## src/rtl/pipeline_hazard_ctrl.sv

```systemverilog
// pipeline_hazard_ctrl: sequencing controller for the 5-stage MIPS pipeline.
// Detects load-use hazards, squashes wrong-path fetches on taken branches and
// sequences the multi-cycle multiply/divide unit (MDU).
// Optional build macro: HAZARD_STATS_EN adds saturating stall/flush counters.
module pipeline_hazard_ctrl #(
    parameter int REG_ADDR_W = 5,
    parameter int MUL_CYCLES = 4,
    parameter int DIV_CYCLES = 32,
    parameter int CNT_W      = 6
) (
    input  logic                  clk,
    input  logic                  rst_n,
    input  logic [REG_ADDR_W-1:0] id_rs,
    input  logic [REG_ADDR_W-1:0] id_rt,
    input  logic                  id_uses_rs,
    input  logic                  id_uses_rt,
    input  logic                  ex_mem_read,
    input  logic [REG_ADDR_W-1:0] ex_rt,
    input  logic                  id_mdu_op,
    input  logic                  id_mdu_div,
    input  logic                  id_reads_hilo,
    input  logic                  ex_branch_taken,
    output logic                  pc_write,
    output logic                  if_id_write,
    output logic                  id_ex_bubble,
    output logic                  if_id_flush,
    output logic                  mdu_start,
    output logic                  mdu_busy,
`ifdef HAZARD_STATS_EN
    output logic [15:0]           stall_cnt,
    output logic [15:0]           flush_cnt,
`endif
    output logic                  mdu_done
);

    typedef enum logic {
        IDLE = 1'b0,
        BUSY = 1'b1
    } mdu_state_t;

    localparam logic [CNT_W-1:0] MUL_LOAD = CNT_W'(MUL_CYCLES - 1);
    localparam logic [CNT_W-1:0] DIV_LOAD = CNT_W'(DIV_CYCLES - 1);

    mdu_state_t       state;
    logic [CNT_W-1:0] count;
    logic             load_use;
    logic             mdu_hazard;
    logic             last_busy;

    // Hazard detection and stall/flush/launch priority
    always_comb begin
        load_use = ex_mem_read && (ex_rt != '0) &&
                   ((id_uses_rs && (id_rs == ex_rt)) ||
                    (id_uses_rt && (id_rt == ex_rt)));
        // The final BUSY cycle (count==0) lets a waiting op or mfhi/mflo through
        mdu_hazard = (id_mdu_op || id_reads_hilo) && (state == BUSY) && (count != '0);
        mdu_start  = id_mdu_op && !ex_branch_taken && !load_use && !mdu_hazard;

        pc_write     = 1'b1;
        if_id_write  = 1'b1;
        id_ex_bubble = 1'b0;
        if_id_flush  = 1'b0;
        if (ex_branch_taken) begin
            id_ex_bubble = 1'b1;
            if_id_flush  = 1'b1;
        end else if (load_use || mdu_hazard) begin
            pc_write     = 1'b0;
            if_id_write  = 1'b0;
            id_ex_bubble = 1'b1;
        end
    end

    // MDU status decoded straight from the FSM registers
    always_comb begin
        mdu_busy  = (state == BUSY);
        last_busy = (state == BUSY) && (count == '0);
        mdu_done  = last_busy;
    end

    // MDU sequencing FSM: launch, count down, optional back-to-back reload
    always_ff @(posedge clk or negedge rst_n) begin
        if (!rst_n) begin
            state <= IDLE;
            count <= '0;
        end else begin
            case (state)
                IDLE: begin
                    if (mdu_start) begin
                        state <= BUSY;
                        count <= id_mdu_div ? DIV_LOAD : MUL_LOAD;
                    end
                end
                BUSY: begin
                    if (count == '0) begin
                        if (mdu_start) begin
                            count <= id_mdu_div ? DIV_LOAD : MUL_LOAD;
                        end else begin
                            state <= IDLE;
                        end
                    end else begin
                        count <= count - 1'b1;
                    end
                end
                default: begin
                    state <= IDLE;
                    count <= '0;
                end
            endcase
        end
    end

`ifdef HAZARD_STATS_EN
    // Saturating counters of stalled cycles and flushed fetches
    always_ff @(posedge clk or negedge rst_n) begin
        if (!rst_n) begin
            stall_cnt <= '0;
            flush_cnt <= '0;
        end else begin
            if (!pc_write && (stall_cnt != '1)) begin
                stall_cnt <= stall_cnt + 16'd1;
            end
            if (if_id_flush && (flush_cnt != '1)) begin
                flush_cnt <= flush_cnt + 16'd1;
            end
        end
    end
`endif

endmodule

```

## config.mk

```make
export PLATFORM = sky130hd
export DESIGN_NAME = pipeline_hazard_ctrl
export DESIGN_NICKNAME = d
export VERILOG_FILES = /design/src/rtl/pipeline_hazard_ctrl.sv
export SDC_FILE = /design/constraint.sdc
export NUM_CORES = 1
export LEC_CHECK = 0
export CAP_MARGIN = 20
export CORE_MARGIN = 1
export CORE_UTILIZATION = 41
export CTS_BUF_LIST = sky130_fd_sc_hd__clkbuf_4 sky130_fd_sc_hd__clkbuf_8
export DETAILED_ROUTE_END_ITERATION = 8
export PLACE_DENSITY = 0.82
export SYNTH_ARGS = -nofsm -noshare
export SYNTH_HDL_FRONTEND = slang
export SYNTH_SLANG_ARGS = --single-unit
```

## constraint.sdc

```tcl
create_clock -name clk -period 2.45 [get_ports clk]
set_clock_uncertainty 0.05 [all_clocks]
set_input_delay 0.3675 -clock clk [delete_from_list [all_inputs] [get_ports clk]]
set_output_delay 0.3675 -clock clk [all_outputs]
set_load 0.02 [all_outputs]
```

==> results.ini <==
[status]
status = completed

[route]
top_layer_used = met4
totalWireLength_mm = 1.92
first_iter_violations = 8
wl_per_cell_um = 13.8
firstDrtPassIters = 4
post_drt_via_cell_ratio = 5.20
met3_length_um = 106
vias = 723
drcViolationCount = 0
m1WireLength_um = 870
ant_nets = 0
dr_wl_met2_um = 902

[final_layout]
final_core_util = 0.820
layout_common_cells = buf_4, clkdlybuf4s50_1, xnor2_1, nand2_1, dfrtp_1
register_area_um2 = 175
multi_input_area_um2 = 429
fin_nets = 150
antenna_cells = 0
layout_commonest_cell = buf_4
fin_area_um2 = 1110
area_growth_pct = 78.8
fill_cells = 89
drive_gt1_frac = 0.323
layout.cells.non_filler = 139

[logic_synthesis]
syn-cell-area_um2 = 619
synth-seq-cells = 7
syn_avg_cell_area_um2 = 8.60
synth_area_leaders = dfrtp_1, xnor2_1, nand2_1, o21ai_0, o21ai_4
yosysWarnings = 0
yosysSeqAreaShare = 0.283
synth_nets = 97
synth_top_area_frac = 0.283
ys_async_sr_fraction = 1.00
syn_inst = 72
synth_edf_count = 0
yosys.area.top_type = dfrtp_1
synth_ff_type = dfrtp_1
synth_cell_types = 33

[clock_tree]
clk_pin_slew_ns = 0.06
hold_buffers = 0
cts-root-buf = clkbuf_4
cts-buffers-inserted = 3
clkLatencyLatePin_ns = 0.25
clock-sinks = 7
h-tree-depth = 1
clock_path_buffers = 2
cts_tree = yes

[setup_path]
path_class = in2out
crit_top_cell = buf_4
cp_cell_sequence = dlygate4sd2_1 -> or4_1 -> o21a_1 -> buf_4 -> buf_4 -> a21oi_2 -> nand2_1 -> buf_6
end_kind = output port
cp-start-kind = input pin
cp_num_buf_inv = 4
cp.required_ns = 2.03
slowest_delay_ns = 0.53
critPathTopFamily = buffers and inverters
slowest_stage = or4_1
arrival_ns = 1.96
cp_max_fo = 3

[timing]
layout_min_cycle_time_ns = 2.38
max_freq_mhz = 421
hold_viol_final = 0
fin_crit_sh = 0.970
setup_viol = 0
rsz0062_at_grt = no
drv_slew = 0
relSlewSlack = 0.731
max_slew.worst_pin.slew_ns = 0.401

[power_and_ir_drop]
power_density_nw_per_um2 = 859
leakagePower_nw = 0.479
peakVddDrop_v = 0.000682

[placed_design]
portBuffers = 30
placed_area_um2 = 1070
dp_hpwl_mm = 1.62
dp_cells = 134
finalWeightedCongestion = 0.723

[global_route]
grt_first_pass_wirelength_mm = 2.76
gr-total-overflow = 0
antenna_found_initial = 0
grt_max_degree = 11
grt_pass1_vias = 670
grtUsageTotal = 0.260

[min_path]
min_path_type = in2async

[floorplan]
initial_core_util = 0.459
die-height_um = 40.9
die_w_um = 40.9
core_um2 = 1350
io_pins = 31
die_area_um2 = 1670
fp-row-count = 13

[job]
drv_cap = 0

## power breakdown
group          switching (mW)  leakage (nW)  internal (mW)
registers              0.0379        0.0825          0.175
clock network          0.0409        0.0184         0.0731
logic                   0.292         0.379          0.331
## through the flow
stage	hold WS, ns	setup TNS (ns)	total power, mW	setup WS, ns
after floorplan	0.0219	0	0.534	0.160
after global placement	0.486	-1.27	0.808	-0.372
after detailed placement	0.496	-1.46	0.835	-0.441
after CTS	0.328	0	0.941	0.0248
after global routing	0.351	0	1.02	0.00410
final	0.321	0	0.951	0.0740
## worst paths after layout
check                               from           end  slack (ns)  depth (start not counted)
worst max-delay path            ex_rt[4]  id_ex_bubble        0.07                          8
worst min-delay path               rst_n      count[2]        0.32                          1
worst max register to register  count[1]      count[3]        0.49                          9
worst min register to register  count[0]      count[0]        0.50                          2
max in group asynchronous          rst_n      count[3]        1.79                          1
min in group clk                count[0]      count[0]        0.50                          2
## what timing repair did
action | CTS | global route
gates resized for setup | 25 | 5
setup buffers | 1 | 0
pin swaps | 5 | 3
endpoints found under the setup margin | 5 | 4
## area by class of cell
type | count | area share
timing repair buffer | 51 | 0.400
multi-input combinational | 59 | 0.388
sequential | 7 | 0.158
clock buffer | 4 | 0.0271
tap | 15 | 0.0169
inverter | 3 | 0.0102
## cells in the mapped netlist (2+ instances only)
master	instances
nand2_1	10
xnor2_1	10
dfrtp_1	7
o21ai_0	5
inv_1	3
nor2_1	3
nor3_1	3
buf_4	2
nand3b_1	2
nand4_1	2
nor2b_1	2
o211ai_1	2
## sequential cells by signal, indices dropped and copies added (netlist names)
| register | flops |
|---|---|
| count | 6 |
| mdu_busy | 1 |
## layer usage
| metal | vias to the layer above | GRT usage |
|---|---|---|
| li1 | 364 | - |
| met1 | 328 | 0.314 |
| met2 | 25 | 0.434 |
| met3 | 6 | 0.0543 |
| met4 | 0 | 0.125 |
| met5 | - | 0 |
## logic make-up (layout without fill, tap and decap cells)
group	after synthesis	after routing	synth area share
and+or+nand+nor	28	28	0.242
muxes	2	2	0.0343
xor gates and xnor gates	10	10	0.141
buffers and inverters	6	58	0.0485
DFF	7	7	0.283
adders and majority gates	1	1	0.0202
AOI/OAI and AO/OA	18	18	0.230
Power figures use the tool's default switching activity.
